[src/rtl/anc_pkg.sv]
// -----------------------------------------------------------------------------
// anc_pkg
// Shared definitions for the ANC front-end frame sequencer: default sample
// width and channel count, the sequencer state encoding and the slot index of
// each I2S receiver channel within a frame.
// -----------------------------------------------------------------------------
package anc_pkg;

    localparam int ANC_SAMPLE_W = 16;
    localparam int ANC_NCH      = 4;

    // Slot index of each receiver channel inside ch_data / frame_data.
    localparam int CH_E = 0;   // error mic
    localparam int CH_X = 1;   // reference mic
    localparam int CH_A = 2;   // auxiliary
    localparam int CH_U = 3;   // user / playback

    typedef enum logic [1:0] {
        WAIT_INIT = 2'd0,
        COLLECT   = 2'd1,
        ISSUE     = 2'd2
    } seq_state_t;

endpackage : anc_pkg

[src/rtl/anc_seq_slot.sv]
// -----------------------------------------------------------------------------
// anc_seq_slot
// One channel slot of the frame sequencer. Holds the captured sample for the
// current frame and a "got" flag. When the frame times out without this slot
// being filled, the slot is substituted: with zero by default, or with the
// last sample captured on this channel when ANC_SEQ_HOLD_LAST_EN is defined.
//
// Configuration macro: ANC_SEQ_HOLD_LAST_EN (adds the last-value register).
//
// Ports
//   clk     in   1   core clock
//   rst_n   in   1   async active-low reset
//   clr_i   in   1   start a new frame: drop got flag and captured sample
//   cap_i   in   1   capture data_i into the slot (handshake on this channel)
//   fill_i  in   1   frame timed out with this slot empty: substitute
//   data_i  in   DW  incoming sample
//   got_o   out  1   slot holds a fresh sample for this frame
//   data_o  out  DW  slot contents as presented in the frame
// -----------------------------------------------------------------------------
module anc_seq_slot
    import anc_pkg::*;
#(
    parameter int DW = ANC_SAMPLE_W
) (
    input  logic                 clk,
    input  logic                 rst_n,
    input  logic                 clr_i,
    input  logic                 cap_i,
    input  logic                 fill_i,
    input  logic signed [DW-1:0] data_i,
    output logic                 got_o,
    output logic signed [DW-1:0] data_o
);

    logic                 got_q;
    logic signed [DW-1:0] cap_q;

`ifdef ANC_SEQ_HOLD_LAST_EN
    // Last sample ever captured on this channel; survives frame boundaries
    // and init_done aborts, only reset clears it.
    logic signed [DW-1:0] last_q;

    always_ff @(posedge clk or negedge rst_n) begin
        if (!rst_n) begin
            last_q <= '0;
        end else if (cap_i && !clr_i) begin
            last_q <= data_i;
        end
    end
`endif

    // The capture register is cleared at every frame start, so a disabled
    // slot (never captured) naturally reads as zero.
    always_ff @(posedge clk or negedge rst_n) begin
        if (!rst_n) begin
            got_q <= 1'b0;
            cap_q <= '0;
        end else if (clr_i) begin
            got_q <= 1'b0;
            cap_q <= '0;
        end else if (cap_i) begin
            got_q <= 1'b1;
            cap_q <= data_i;
        end else if (fill_i) begin
`ifdef ANC_SEQ_HOLD_LAST_EN
            cap_q <= last_q;
`else
            cap_q <= '0;
`endif
        end
    end

    assign got_o  = got_q;
    assign data_o = cap_q;

endmodule : anc_seq_slot

[src/rtl/anc_frame_sequencer.sv]
// -----------------------------------------------------------------------------
// anc_frame_sequencer
// Collects one sample from each enabled I2S receiver channel into an aligned
// frame and hands it to anc_top over valid/ready. Traffic is gated until
// init_done; a programmable skew timeout bounds how long a frame may wait for
// a dead channel, in which case missing slots are substituted and flagged.
//
// Configuration macro: ANC_SEQ_HOLD_LAST_EN -- timed-out slots repeat the
// channel's last captured sample instead of reading zero (see anc_seq_slot).
//
// Ports
//   clk             in   1       core clock
//   rst_n           in   1       async active-low reset
//   init_done       in   1       configuration complete (level)
//   ch_en           in   NCH     channel enable mask, latched at frame start
//   timeout_cycles  in   TO_W    skew limit in cycles, 0 disables the timeout
//   ch_vld          in   NCH     per-channel sample valid
//   ch_data         in   NCH*DW  channel i at [i*DW +: DW]
//   ch_rdy          out  NCH     per-channel ready
//   frame_vld       out  1       frame valid to anc_top
//   frame_rdy       in   1       anc_top ready
//   frame_data      out  NCH*DW  aligned frame, same slot order as ch_data
//   frame_stale     out  NCH     slot i was substituted (timed out)
//   timeout_cnt     out  CNT_W   saturating count of timed-out frames
//   stall_cnt       out  CNT_W   saturating count of back-pressured cycles
// -----------------------------------------------------------------------------
module anc_frame_sequencer
    import anc_pkg::*;
#(
    parameter int NCH   = ANC_NCH,
    parameter int DW    = ANC_SAMPLE_W,
    parameter int TO_W  = 16,
    parameter int CNT_W = 16
) (
    input  logic              clk,
    input  logic              rst_n,
    input  logic              init_done,
    input  logic [NCH-1:0]    ch_en,
    input  logic [TO_W-1:0]   timeout_cycles,
    input  logic [NCH-1:0]    ch_vld,
    input  logic [NCH*DW-1:0] ch_data,
    output logic [NCH-1:0]    ch_rdy,
    output logic              frame_vld,
    input  logic              frame_rdy,
    output logic [NCH*DW-1:0] frame_data,
    output logic [NCH-1:0]    frame_stale,
    output logic [CNT_W-1:0]  timeout_cnt,
    output logic [CNT_W-1:0]  stall_cnt
);

    function automatic logic [CNT_W-1:0] sat_inc(input logic [CNT_W-1:0] v);
        return (&v) ? v : v + 1'b1;
    endfunction

    seq_state_t       state_q;
    logic [NCH-1:0]   en_q;
    logic [NCH-1:0]   stale_q;
    logic [TO_W-1:0]  timer_q;
    logic [CNT_W-1:0] timeout_cnt_q;
    logic [CNT_W-1:0] stall_cnt_q;
    logic             frame_vld_q;

    logic [NCH-1:0]   got_w;
    logic [NCH-1:0]   ch_rdy_w;
    logic [NCH-1:0]   cap_w;
    logic [NCH-1:0]   got_d;
    logic [NCH-1:0]   fill_w;
    logic             started_w;
    logic             complete_w;
    logic             timeout_w;
    logic             abort_w;
    logic             handshake_w;
    logic             slot_clr_w;

    // ch_rdy depends only on registered state, never on ch_vld. got_d folds
    // in this cycle's captures so the last capture issues the frame on the
    // very next cycle.
    always_comb begin
        ch_rdy_w    = (state_q == COLLECT) ? (en_q & ~got_w) : '0;
        cap_w       = ch_vld & ch_rdy_w;
        got_d       = got_w | cap_w;
        started_w   = (|got_w) | (|cap_w);
        complete_w  = (state_q == COLLECT) && (en_q != '0) && (&(got_d | ~en_q));
        // The timer sits at 0 until the first capture and counts from there,
        // so during the first-capture cycle it already reads 0.
        timeout_w   = (state_q == COLLECT) && started_w && !complete_w &&
                      (timeout_cycles != '0) && (timer_q == timeout_cycles);
        abort_w     = !init_done && (state_q != WAIT_INIT);
        handshake_w = (state_q == ISSUE) && init_done && frame_rdy;
        slot_clr_w  = abort_w | handshake_w;
        fill_w      = (timeout_w && !abort_w) ? (en_q & ~got_d) : '0;
    end

    always_ff @(posedge clk or negedge rst_n) begin
        if (!rst_n) begin
            state_q       <= WAIT_INIT;
            en_q          <= '0;
            stale_q       <= '0;
            timer_q       <= '0;
            timeout_cnt_q <= '0;
            stall_cnt_q   <= '0;
            frame_vld_q   <= 1'b0;
        end else begin
            if (frame_vld_q && !frame_rdy) begin
                stall_cnt_q <= sat_inc(stall_cnt_q);
            end

            case (state_q)
                WAIT_INIT: begin
                    if (init_done) begin
                        en_q    <= ch_en;
                        state_q <= COLLECT;
                    end
                end

                COLLECT: begin
                    if (abort_w) begin
                        state_q <= WAIT_INIT;
                        timer_q <= '0;
                    end else if (complete_w) begin
                        state_q     <= ISSUE;
                        frame_vld_q <= 1'b1;
                        stale_q     <= '0;
                    end else if (timeout_w) begin
                        state_q       <= ISSUE;
                        frame_vld_q   <= 1'b1;
                        stale_q       <= en_q & ~got_d;
                        timeout_cnt_q <= sat_inc(timeout_cnt_q);
                    end else if (started_w) begin
                        timer_q <= timer_q + 1'b1;
                    end
                end

                ISSUE: begin
                    if (abort_w) begin
                        state_q     <= WAIT_INIT;
                        frame_vld_q <= 1'b0;
                        stale_q     <= '0;
                        timer_q     <= '0;
                    end else if (handshake_w) begin
                        state_q     <= COLLECT;
                        frame_vld_q <= 1'b0;
                        stale_q     <= '0;
                        timer_q     <= '0;
                        en_q        <= ch_en;
                    end
                end

                default: begin
                    state_q     <= WAIT_INIT;
                    frame_vld_q <= 1'b0;
                end
            endcase
        end
    end

    // The slot capture registers double as the frame output: nothing is
    // captured while in ISSUE, so frame_data is stable for the whole offer.
    for (genvar i = 0; i < NCH; i++) begin : g_slot
        anc_seq_slot #(
            .DW(DW)
        ) u_slot (
            .clk    (clk),
            .rst_n  (rst_n),
            .clr_i  (slot_clr_w),
            .cap_i  (cap_w[i]),
            .fill_i (fill_w[i]),
            .data_i (ch_data[i*DW +: DW]),
            .got_o  (got_w[i]),
            .data_o (frame_data[i*DW +: DW])
        );
    end

    assign ch_rdy      = ch_rdy_w;
    assign frame_vld   = frame_vld_q;
    assign frame_stale = stale_q;
    assign timeout_cnt = timeout_cnt_q;
    assign stall_cnt   = stall_cnt_q;

endmodule : anc_frame_sequencer

[config.mk]
export PLATFORM = sky130hd
export DESIGN_NAME = anc_frame_sequencer
export DESIGN_NICKNAME = d
export VERILOG_FILES = /design/src/rtl/anc_pkg.sv /design/src/rtl/anc_seq_slot.sv /design/src/rtl/anc_frame_sequencer.sv
export SDC_FILE = /design/constraint.sdc
export NUM_CORES = 1
export LEC_CHECK = 0
export ABC_AREA = 1
export CORE_UTILIZATION = 43
export CTS_CLUSTER_DIAMETER = 40
export DETAILED_ROUTE_END_ITERATION = 10
export PLACE_DENSITY = 0.74
export SLEW_MARGIN = 20
export SYNTH_ARGS = -nofsm -noshare
export SYNTH_HDL_FRONTEND = slang
export SYNTH_SLANG_ARGS = --single-unit
export TNS_END_PERCENT = 1
[constraint.sdc]
create_clock -name clk -period 2.2 [get_ports clk]
set_input_delay 0.33 -clock clk [delete_from_list [all_inputs] [get_ports clk]]
set_output_delay 0.33 -clock clk [all_outputs]
set_load 0.1 [all_outputs]
# Word-level counts from Yosys, hierarchy flattened
# Index checks and enable logic that the tools add are counted.
[totals]
regBits = 127
output_inout_bits = 105
[classes]
add_sub_neg = 3
n_eq_ne = 13
muxes = 52
bitwise_logic = 15
n_reduce_logical = 41
[op_table]
columns = ["operator", "count"]
rows = [
  ["16-bit 2-to-1 mux", 18],
  ["16-bit by 1-bit adder with 16-bit output, second input constant", 3],
  ["4-bit 2-to-1 mux", 10],
  ["16-bit case mux with 2 select lines", 1],
  ["16-bit AND reduction", 2],
  ["16-bit == test", 1],
  ["4-bit case mux with 2 select lines", 2],
  ["4-bit AND reduction", 4],
  ["16-bit nonzero test", 1],
  ["3-bit inequality test, second input constant", 5],
  ["2-bit nonzero test", 7],
  ["1-bit 2-to-1 mux", 13],
  ["4-bit bitwise AND", 3],
  ["2-bit 2-to-1 mux", 6],
  ["4-bit inverter", 3],
  ["3-bit nonzero test", 4],
  ["1-bit logical AND", 11],
  ["5-bit AND reduction", 2],
  ["2-bit inequality test, second input constant", 4],
  ["4-bit OR", 2],
  ["4-bit OR reduction", 2],
  ["2-bit case mux with 3 select lines", 1],
  ["1-bit inverter", 5],
  ["1-bit logical NOT", 4],
  ["9 further kinds", 10],
]

# Logic depth before layout (Yosys ltp)
# Gate-level depths: netlist (run 1).
[logic_depth]
word_depth = 17
depth_mapped = 14

# Modules after synthesis
# From an unflattened synthesis (run 1), not the netlist that was laid out.
[unflattened]
hier_cells = 912
area_unflattened_um2 = 6965.4
[modules_own_cells]
columns = ["mod", "n_inst", "cells_per_inst", "area_per_inst_um2", "seq_area_each_um2"]
rows = [
  ["anc_frame_sequencer", 1, 616, 4202.8, 1476.4],
  ["anc_seq_slot", 4, 74, 690.7, 425.4],
]

# Worst setup path after synthesis (run 1)
# No wires, ideal clock.
[synth_timing]
kind = "reg2reg"
from = "register state_q[1]"
to = "register g_slot[1].u_slot.cap_q[10]"
setup_time_ns = 0.123
t_arrival_ns = 3.689
setup_slack_ns = -1.612
path_stages_with_launch = 8
path_buffers = 1
period_less_slack_ns = 3.812
path_cell_list = "dfrtp_1 inv_2 nand2_4 nor3_1 a21oi_1 clkbuf_1 nand3_1 nand2_1"
[synth_between]
elab_chain_cells = 14
[synth_lines]
columns = ["element", "line_no", "rtl"]
rows = [
  ["start: declaration", "anc_frame_sequencer.sv:55", "seq_state_t state_q;"],
  ["start signal: assignment", "anc_frame_sequencer.sv:96", "state_q <= WAIT_INIT;"],
  ["start signal: assignment", "anc_frame_sequencer.sv:112", "state_q <= COLLECT;"],
  ["start signal: assignment", "anc_frame_sequencer.sv:118", "state_q <= WAIT_INIT;"],
  ["2-bit by 1-bit == test with 1-bit output *", "anc_frame_sequencer.sv:79", "ch_rdy_w = (state_q == COLLECT) ? (en_q & ~got_w) : '0;"],
  ["4-bit 2-to-1 mux *", "anc_frame_sequencer.sv:79", ""],
  ["net ch_rdy[1]", "anc_frame_sequencer.sv:42", "output logic [NCH-1:0] ch_rdy,"],
  ["4-bit bitwise AND *", "anc_frame_sequencer.sv:80", "cap_w = ch_vld & ch_rdy_w;"],
  ["4-bit OR", "anc_frame_sequencer.sv:81", "got_d = got_w | cap_w;"],
  ["4-bit OR", "anc_frame_sequencer.sv:83", "complete_w = (state_q == COLLECT) && (en_q != '0) && (&(got_d | ~en_q));"],
  ["4-bit AND reduction", "anc_frame_sequencer.sv:83", ""],
  ["1-bit logical AND", "anc_frame_sequencer.sv:83", ""],
  ["1-bit logical NOT", "anc_frame_sequencer.sv:86", "timeout_w = (state_q == COLLECT) && started_w && !complete_w &&"],
  ["1-bit logical AND (2 in a row)", "anc_frame_sequencer.sv:86", ""],
  ["1-bit logical AND", "anc_frame_sequencer.sv:87", "(timeout_cycles != '0) && (timer_q == timeout_cycles);"],
  ["1-bit logical AND", "anc_frame_sequencer.sv:91", "fill_w = (timeout_w && !abort_w) ? (en_q & ~got_d) : '0;"],
  ["4-bit 2-to-1 mux", "anc_frame_sequencer.sv:91", ""],
  ["3-bit nonzero test (no source line)", "--", ""],
  ["end signal: assignment", "anc_seq_slot.sv:63", "cap_q <= data_i;"],
  ["end: declaration", "anc_seq_slot.sv:36", "logic signed [DW-1:0] cap_q;"],
]
# Mark *: on every way through the listed nets, which the timed path passes. The rest lies on a longest branch.
# A chain may end at the register's enable or synchronous reset.

# Final worst setup path (run 1)
[layout_timing]
from = "register timer_q[7]"
to = "register g_slot[3].u_slot.cap_q[12]"
[layout_between]
elab_chain_cells = 5
[layout_lines]
columns = ["element", "line_no", "rtl"]
rows = [
  ["start: declaration", "anc_frame_sequencer.sv:58", "logic [TO_W-1:0] timer_q;"],
  ["start signal: assignment", "anc_frame_sequencer.sv:130", "timer_q <= timer_q + 1'b1;"],
  ["16-bit == test", "anc_frame_sequencer.sv:87", ""],
  ["1-bit logical AND", "anc_frame_sequencer.sv:87", ""],
  ["1-bit logical AND", "anc_frame_sequencer.sv:91", ""],
  ["4-bit 2-to-1 mux", "anc_frame_sequencer.sv:91", ""],
  ["3-bit nonzero test (no source line)", "--", ""],
  ["end signal: assignment", "anc_seq_slot.sv:63", ""],
  ["end: declaration", "anc_seq_slot.sv:36", ""],
]
# No other way between the ends.

==> qor.yml, run 1 <==
status: "complete, no violations"
num_vias: 6634
worstSkewPairLatency_ps: 420
cts_setup_buffers: 0
fill_cells: 1354
tightestPinTransition_ps: 697
critPathLaunchType: "register"
antenna_left: 0
syn_inst: 898
utilization: 0.639
post_drt_via_cell_ratio: 4.88
core_um2: 15300
cts-root-buf: "clkbuf_16"
pwr_density_cell_nw_per_um2: 1530
detail_route.wirelength_um: 18300
ff2ff_setup_slack_ps: 190
power_frac_comb: 0.556
diodes: 0
syn_area_per_cell_um2: 7.52
final_common_cell: "nand2_1"
synthFlopType: "dfrtp_1"
setup-tns-final_ps: 0
ff_latch_area_um2: 3190
cp.required_ps: 2510
grt_pass1_wl_um: 30600
path_clk_slew_ps: 60
p_sw_mw: 8.06
overflow: 0
final_nets: 1230
ys_seq_elements: 127
htreeDepth: 4
rows: 45
area_growth_pct: 44.5
min_path_type: "in2async"
fin_cells: 1359
reg2reg_to: "g_slot[3].u_slot.data_o[12]$_DFFE_PN0P_"
pin_count: 197
grt_pass1_vias: 6278
rsz0062_at_grt: "no"
r2r_cells: 12
fp.dieArea_um2: 16200
slew_headroom: 0.535
place_congestion: 0.902
min_period_over_period: 0.913
final_area_um2: 9750
antenna_found_initial: 0
fp.dieH_um: 127
power.leakage_nw: 5.07
grt_start_max_net_pins: 124
fmax_mhz: 498
gr-usage-all-layers: 0.237
critPathLaunch: "timer_q[7]$_DFFE_PN0P_"
place_ws_ps: -124
dp_hpwl_um: 13500
cts_made_buffers: 17
path_cells: "inv_1, nand2_1, nand2_1, nor2_1, nand2_1, nor2_1, nand3_1, nor2_4, nand3b_2, buf_12, nand3_1, nand2_1"
dp_cells: 1326
portBuffers: 196
clock-sinks: 127
ys_types: 31
seq_power_share: 0.235
crit_slowest_cell: "dfrtp_1"
mostFrequentLayoutCells: "319 x nand2_1, 138 x buf_4, 133 x nand3_1, 115 x dfrtp_1, 90 x clkdlybuf4s50_1"
skew_ps: 20.3
drive_above_1_share: 0.193
ir_drop_mv: 1.48
synth_nets: 993
start_util: 0.442
drtIter0Drc: 362
syn_area_um2: 6750
route.detailed.drc: 0
synth_edf_count: 0
finalCriticalPeriod_ps: 2010
crit_type: "reg2reg"
synth_area_leaders: "dfrtp_1 47%, nand2_1 18%, nand3_1 9.9%"
place_area_um2: 9090
worstPathArrival_ps: 2320
layout_setup_ws_ps: 191
cpMostUsedCell: "nand2_1"
cts_buffer_depth: 2
switching_share: 0.540
critical_path.max_fanout: 16
p_int_mw: 6.86
clkPwrFrac: 0.208
setup.worst_path.end: "g_slot[3].u_slot.data_o[12]$_DFFE_PN0P_"
multi_input_area_um2: 3200
cp-end-kind: "register"
r2r-start: "timer_q[7]$_DFFE_PN0P_"
yosys_warnings: 0
cap_violations: 0
firstDrtPassIters: 5
setup_viol: 0
yosysSeqAreaShare: 0.471
critPathMaxStageDelay_ps: 480
wl_per_cell_um: 13.5
postCtsResizedCells: 0
drv_slew: 0
hold_violations: 0
synth_top_area_share: 0.471
die_x_um: 127
ys_async_sr_fraction: 1.00
tritoncts: "built"
synth_area_leader_cell: "dfrtp_1"
[critical path, delay by kind of cell, from the launching register on]
kind          cells  cell delay (ps)
buf+inv           2              270
simple gates     10             1150
flops             1              480
[sequential cells by signal, indices dropped and copies added, names as in the netlist]
name / cells
g_slot.u_slot.data_o: 64
stall_cnt: 16
timeout_cnt: 16
timer_q: 16
en_q: 4
frame_stale: 4
g_slot.u_slot.got_o: 4
state_q: 2
frame_vld: 1
[kinds of logic (layout without fill, tap and decap cells)]
kind of cell,after synthesis,in the layout,synth area share
AOI/OAI and AO/OA,30,30,0.0248
xor gates and xnor gates,36,36,0.0467
adders and majority gates,3,3,0.00556
buffers and inverters,100,350,0.0623
DFF,127,127,0.471
muxes,1,1,0.00167
and+or+nand+nor,601,601,0.388
[synthesized netlist by cell type, drive strengths merged, types with 2 or more instances]
cell    count
buf        12
nand2     324
clkbuf      9
xnor2      12
nor4        3
dfrtp     127
a21oi      18
nor3       25
nand3     139
ha          3
inv        79
nor3b       2
nand4      13
nor2       93
xor2       24
o21ai      10
[worst min path at each step]
stage | startpoint | endpoint | slack [ps] | cells past startpoint
after floorplan | rst_n | en_q[0]$_DFFE_PN0P_ | 30 | 0
after global placement | rst_n | timer_q[0]$_DFFE_PN0P_ | 140 | 1
after detailed placement | rst_n | timer_q[0]$_DFFE_PN0P_ | 140 | 1
after CTS | rst_n | timer_q[0]$_DFFE_PN0P_ | 250 | 2
after global routing | rst_n | timer_q[0]$_DFFE_PN0P_ | 250 | 2
final | rst_n | timer_q[0]$_DFFE_PN0P_ | 270 | 2
[layout make-up]
type                       count  share of cell area
clock buffer                  19              0.0465
clock inverter                13              0.0204
inverter                      79              0.0304
multi-input combinational    671               0.328
sequential                   127               0.328
tap                          211              0.0271
timing repair buffer         239               0.220
[stage by stage]
step | total power, mW | hold slack, ps
global route | 15.6 | 248
finish | 14.9 | 271
floorplan | 9.71 | 34.4
CTS | 15.0 | 251
global placement | 11.8 | 142
detailed placement | 11.9 | 142
[power by group through the flow]
stage | clock network (mW) | logic [mW] | registers (mW)
2_1_floorplan | 0 | 2.31 | 7.41
5_1_grt | 3.28 | 8.73 | 3.61
6_report | 3.11 | 8.30 | 3.51
4_1_cts | 3.16 | 8.34 | 3.50
3_5_place_dp | 0 | 8.34 | 3.52
3_3_place_gp | 0 | 8.27 | 3.53
[per-layer routing]
layer | track usage | vias up | routed length (um) | share of wire
met5 | 0 | - | 0 | 0
met4 | 0.0651 | 0 | 177 | 0.0097
met1 | 0.307 | 3080 | 8240 | 0.45
met2 | 0.387 | 197 | 8740 | 0.48
met3 | 0.0683 | 10 | 1170 | 0.064
li1 | - | 3347 | - | -
[repair_timing]
item	CTS	global route
endpoints found under the hold margin	4	0
hold buffers	1	0
endpoints found under the setup margin	0	0
Note: power is estimated with default switching activity, not from simulation.
==> run 2: changes to the inputs <==
--- a/config.mk
+++ b/config.mk
@@ -7,9 +7,10 @@
 export LEC_CHECK = 0
 export ABC_AREA = 1
 export CORE_UTILIZATION = 43
-export CTS_CLUSTER_DIAMETER = 40
+export CTS_CLUSTER_DIAMETER = 80
 export DETAILED_ROUTE_END_ITERATION = 10
 export PLACE_DENSITY = 0.74
+export SETUP_SLACK_MARGIN = 0.05
 export SLEW_MARGIN = 20
 export SYNTH_ARGS = -nofsm -noshare
 export SYNTH_HDL_FRONTEND = slang
==> run 2 against run 1 <==
Against the previous run: clock power about the same; first-iteration DRC count decreased by 3.6%; largest power group unchanged; final cell count did not move; clock skew about the same.
==> qor.yml, run 2 (same netlist as run 1, synthesis figures left out) <==
multi_input_area_um2: 3200
finalCriticalPeriod_ps: 1980
grt_start_max_net_pins: 124
crit_buf_inv: 3
place_ws_ps: -124
cts_made_buffers: 17
tightestPinTransition_ps: 694
detail_route.wirelength_um: 18300
rows: 45
setup_viol: 0
worstSkewPairLatency_ps: 420
r2r_cells: 12
final_nets: 1230
drive_above_1_share: 0.195
utilization: 0.639
pin_count: 197
mostFrequentLayoutCells: "319 x nand2_1, 138 x buf_4, 133 x nand3_1, 114 x dfrtp_1, 90 x clkdlybuf4s50_1"
clock-sinks: 127
crit_slowest_cell: "dfrtp_1"
cp.required_ps: 1870
num_vias: 6617
core_um2: 15300
pwr_density_cell_nw_per_um2: 1530
critPathLaunchType: "register"
wl_per_cell_um: 13.5
timing.hold.ws_ps: 269
clkPwrFrac: 0.209
path_delay_family: "buffers and inverters"
place_congestion: 0.902
crit_type: "reg2out"
p_int_mw: 6.86
min_path_type: "in2async"
grt_pass1_vias: 6278
finalPower_mw: 14.9
switching_share: 0.540
die_x_um: 127
route.detailed.drc: 0
power_frac_comb: 0.556
firstDrtPassIters: 5
drtIter0Drc: 349
antenna_found_initial: 0
area_growth_pct: 44.5
path_clk_slew_ps: 60
htreeDepth: 4
cap_violations: 0
worstPathArrival_ps: 1650
dp_cells: 1326
tritoncts: "built"
critPathMaxStageDelay_ps: 410
cts-root-buf: "clkbuf_16"
setup-tns-final_ps: 0
skew_ps: 20.1
cts_buffer_depth: 2
gr-usage-all-layers: 0.237
fill_cells: 1353
status: "complete, no violations"
post_drt_via_cell_ratio: 4.87
diodes: 0
cts_setup_buffers: 0
p_sw_mw: 8.06
fp.dieArea_um2: 16200
drv_slew: 0
largest_reg_flops: 64
dp_hpwl_um: 13500
portBuffers: 196
fmax_mhz: 506
path_cells: "inv_2, nand2_4, buf_4, nor3_4, buf_12"
overflow: 0
min_period_over_period: 0.899
grt_pass1_wl_um: 30600
ir_drop_mv: 1.48
antenna_left: 0
slew_headroom: 0.537
place_area_um2: 9090
cp-end-kind: "primary output"
seq_power_share: 0.235
hold_violations: 0
start_util: 0.442
rsz0062_at_grt: "yes"
worstSetupPathDepth: 5
fp.dieH_um: 127
fin_cells: 1359
ff_latch_area_um2: 3190
final_common_cell: "nand2_1"
final_area_um2: 9750
critical_path.max_fanout: 7
layout_setup_ws_ps: 222
power.leakage_nw: 5.07
[run 2: power by group through the flow]
| stage | clock network, mW | registers [mW] | logic (mW) |
|---|---|---|---|
| after global routing | 3.28 | 3.61 | 8.73 |
| after CTS | 3.16 | 3.50 | 8.34 |
| after global placement | 0 | 3.53 | 8.27 |
| final | 3.11 | 3.51 | 8.31 |
| after detailed placement | 0 | 3.52 | 8.34 |
| after floorplan | 0 | 7.41 | 2.31 |
[run 2: worst paths after layout]
path	from	to	slack (ps)
hold reg to reg	frame_stale[3]$_DFFE_PN0P_	frame_stale[3]$_DFFE_PN0P_	470
min in group clk	ch_data[23]	g_slot[1].u_slot.data_o[7]$_DFFE_PN0P_	440
setup reg to reg	timer_q[5]$_DFFE_PN0P_	g_slot[3].u_slot.data_o[12]$_DFFE_PN0P_	230
setup / recovery	state_q[1]$_DFFE_PN0P_	ch_rdy[0]	220
hold / removal	rst_n	timer_q[0]$_DFFE_PN0P_	270
max in group asynchronous	rst_n	timeout_cnt[11]$_DFFE_PN0P_	1040
[run 2: cell type report]
class	count	area share
Multi-Input combinational cell	671	0.328
Sequential cell	127	0.328
Timing Repair Buffer	239	0.220
Clock buffer	19	0.0464
Inverter	79	0.0304
Tap cell	211	0.0271
Clock inverter	13	0.0204
[run 2: timing repair]
item	in CTS	in global routing
hold buffers	1	0
setup endpoints to repair	0	53
endpoints found under the hold margin	4	0
resized for setup	0	2
[run 2: metal layers]
layer  vias up  part of all wire  global-route usage
li1       3346                 -                   -
met1      3074              0.45               0.307
met2       187              0.48               0.387
met3        10             0.062              0.0683
met4         0            0.0097              0.0651
met5         -                 0                   0
[run 2: worst register-to-register path, cell delays in order (launching register included)]
cell	delay, ps
dfrtp_1	460
inv_1	100
nand2_1	100
nand2_1	60
nor2_1	110
nand2_1	60
nor2_1	140
nand3_1	200
nor2_4	230
nand3b_2	130
buf_12	170
nand3_1	80
nand2_1	50
==> run 3: changes to the inputs <==
--- a/config.mk
+++ b/config.mk
@@ -10,6 +10,7 @@
 export CTS_CLUSTER_DIAMETER = 80
 export DETAILED_ROUTE_END_ITERATION = 10
 export PLACE_DENSITY = 0.74
+export REMOVE_ABC_BUFFERS = 1
 export SETUP_SLACK_MARGIN = 0.05
 export SLEW_MARGIN = 20
 export SYNTH_ARGS = -nofsm -noshare
==> run 3 against run 2 <==
Against the previous run: die area is the same; critical path depth is the same; via count grew 0.59%; setup slack lost 94 ps; critical endpoint is now ch_rdy[3].
==> qor.yml, run 3 (same netlist as run 1, synthesis figures left out) <==
status: "complete, no violations"
layout_setup_ws_ps: 128
detail_route.wirelength_um: 18100
crit_type: "reg2out"
crit_slowest_cell: "dfrtp_1"
worstSkewPairLatency_ps: 410
place_ws_ps: -212
mostFrequentLayoutCells: "319 x nand2_1, 135 x buf_4, 132 x nand3_1, 126 x dfrtp_1, 90 x clkdlybuf4s50_1"
overflow: 0
ff_latch_area_um2: 3180
path_cells: "inv_2, nand2_4, buf_4, nor3_2, buf_12"
power.leakage_nw: 5.07
start_util: 0.442
final_common_cell: "nand2_1"
cp.required_ps: 1870
final_area_um2: 9660
ir_drop_mv: 1.07
rows: 45
tritoncts: "built"
grt_pass1_wl_um: 30700
firstDrtPassIters: 5
final_nets: 1227
utilization: 0.633
critPathLaunchType: "register"
multi_input_area_um2: 3180
num_vias: 6656
path_clk_slew_ps: 60
grt_pass1_vias: 6282
min_period_over_period: 0.942
ff2ff_setup_slack_ps: 220
fp.dieH_um: 127
setup_viol: 0
cts_buffer_depth: 2
cts_made_buffers: 17
grt_start_max_net_pins: 64
antenna_found_initial: 1
cp-end-kind: "primary output"
area_growth_pct: 43.2
antenna_left: 0
worstPathArrival_ps: 1740
portBuffers: 196
core_um2: 15300
die_x_um: 127
hold_violations: 0
largest_reg_flops: 64
fp.dieArea_um2: 16200
critPathMaxStageDelay_ps: 420
setup-tns-final_ps: 0
cts_setup_buffers: 0
cts-root-buf: "clkbuf_16"
min_path_type: "in2async"
cap_violations: 0
pin_count: 197
post_drt_via_cell_ratio: 4.91
r2r_cells: 13
slew_headroom: 0.674
diodes: 0
wl_per_cell_um: 13.3
dp_hpwl_um: 13500
drv_slew: 0
fill_cells: 1357
critical_path.max_fanout: 6
place_congestion: 0.960
r2r-start: "state_q[1]$_DFFE_PN0P_"
clock-sinks: 127
rsz0062_at_grt: "no"
gr-usage-all-layers: 0.238
route.detailed.drc: 0
tightestPinTransition_ps: 484
place_area_um2: 9000
reg2reg_to: "g_slot[3].u_slot.data_o[15]$_DFFE_PN0P_"
htreeDepth: 4
drive_above_1_share: 0.182
skew_ps: 9.96
fmax_mhz: 483
finalCriticalPeriod_ps: 2070
drtIter0Drc: 445
pwr_density_cell_nw_per_um2: 1520
## run 3: cell types whose count changed in the layout (fill, tap and decap cells not counted), sizes merged
cell    delta
buf        -3
clkinv     +3
inv        -3
bufinv     -1
clkbuf     +1
## run 3: metal layers
layer  vias to the layer above  global-route usage  part of all wire  wire, um
li1                       3335                   -                 -         -
met1                      3092               0.314              0.43      7830
met2                       212               0.381              0.48      8750
met3                        17              0.0737             0.070      1280
met4                         0              0.0609             0.013       243
met5                         -                   0                 0         0
## run 3: stage by stage
step | hold slack [ps] | power, mW | std cells
after floorplan | 34.4 | 9.54 | 877
after global routing | 409 | 15.4 | 1356
after global placement | 291 | 11.7 | 1323
after detailed placement | 292 | 11.8 | 1323
after CTS | 387 | 14.7 | 1356
final | 385 | 14.7 | 1356
## run 3: what timing repair did
action                                  4_1_cts  5_1_grt
gates resized for setup                       1        7
hold buffers                                  1        0
endpoints found under the hold margin        28        0
pin swaps                                     0        2
endpoints found under the setup margin        3       86
## run 3: worst max-delay path, delay by kind of cell, from the launching register on
family                 cells  cell delay, ps
DFF                        1             420
and+or+nand+nor            2             370
buffers and inverters      3             530
## run 3: how the worst max path moves through the flow
stage,end,from,cells after the start
5_1_grt,timer_q[15]$_DFFE_PN0P_,state_q[1]$_DFFE_PN0P_,13
4_1_cts,ch_rdy[0],state_q[1]$_DFFE_PN0P_,5
6_report,ch_rdy[3],state_q[1]$_DFFE_PN0P_,5
3_5_place_dp,g_slot[1].u_slot.data_o[14]$_DFFE_PN0P_,timeout_cycles[7],13
3_3_place_gp,g_slot[3].u_slot.data_o[10]$_DFFE_PN0P_,timeout_cycles[7],13
2_1_floorplan,g_slot[1].u_slot.data_o[0]$_DFFE_PN0P_,state_q[1]$_DFFE_PN0P_,6
## run 3: cell type report
| cell class | count | area share |
|---|---|---|
| clock buffer | 20 | 0.0473 |
| tap | 211 | 0.0273 |
| inverter | 79 | 0.0307 |
| sequential | 127 | 0.329 |
| multi-input combinational | 671 | 0.329 |
| clock inverter | 12 | 0.0164 |
| timing repair buffer | 236 | 0.220 |
## run 3: power by group
part | internal [mW] | switching, mW
clock | 1.85 | 1.06
combinational | 1.88 | 6.43
sequential | 3.00 | 0.512
total | 6.73 | 8.00
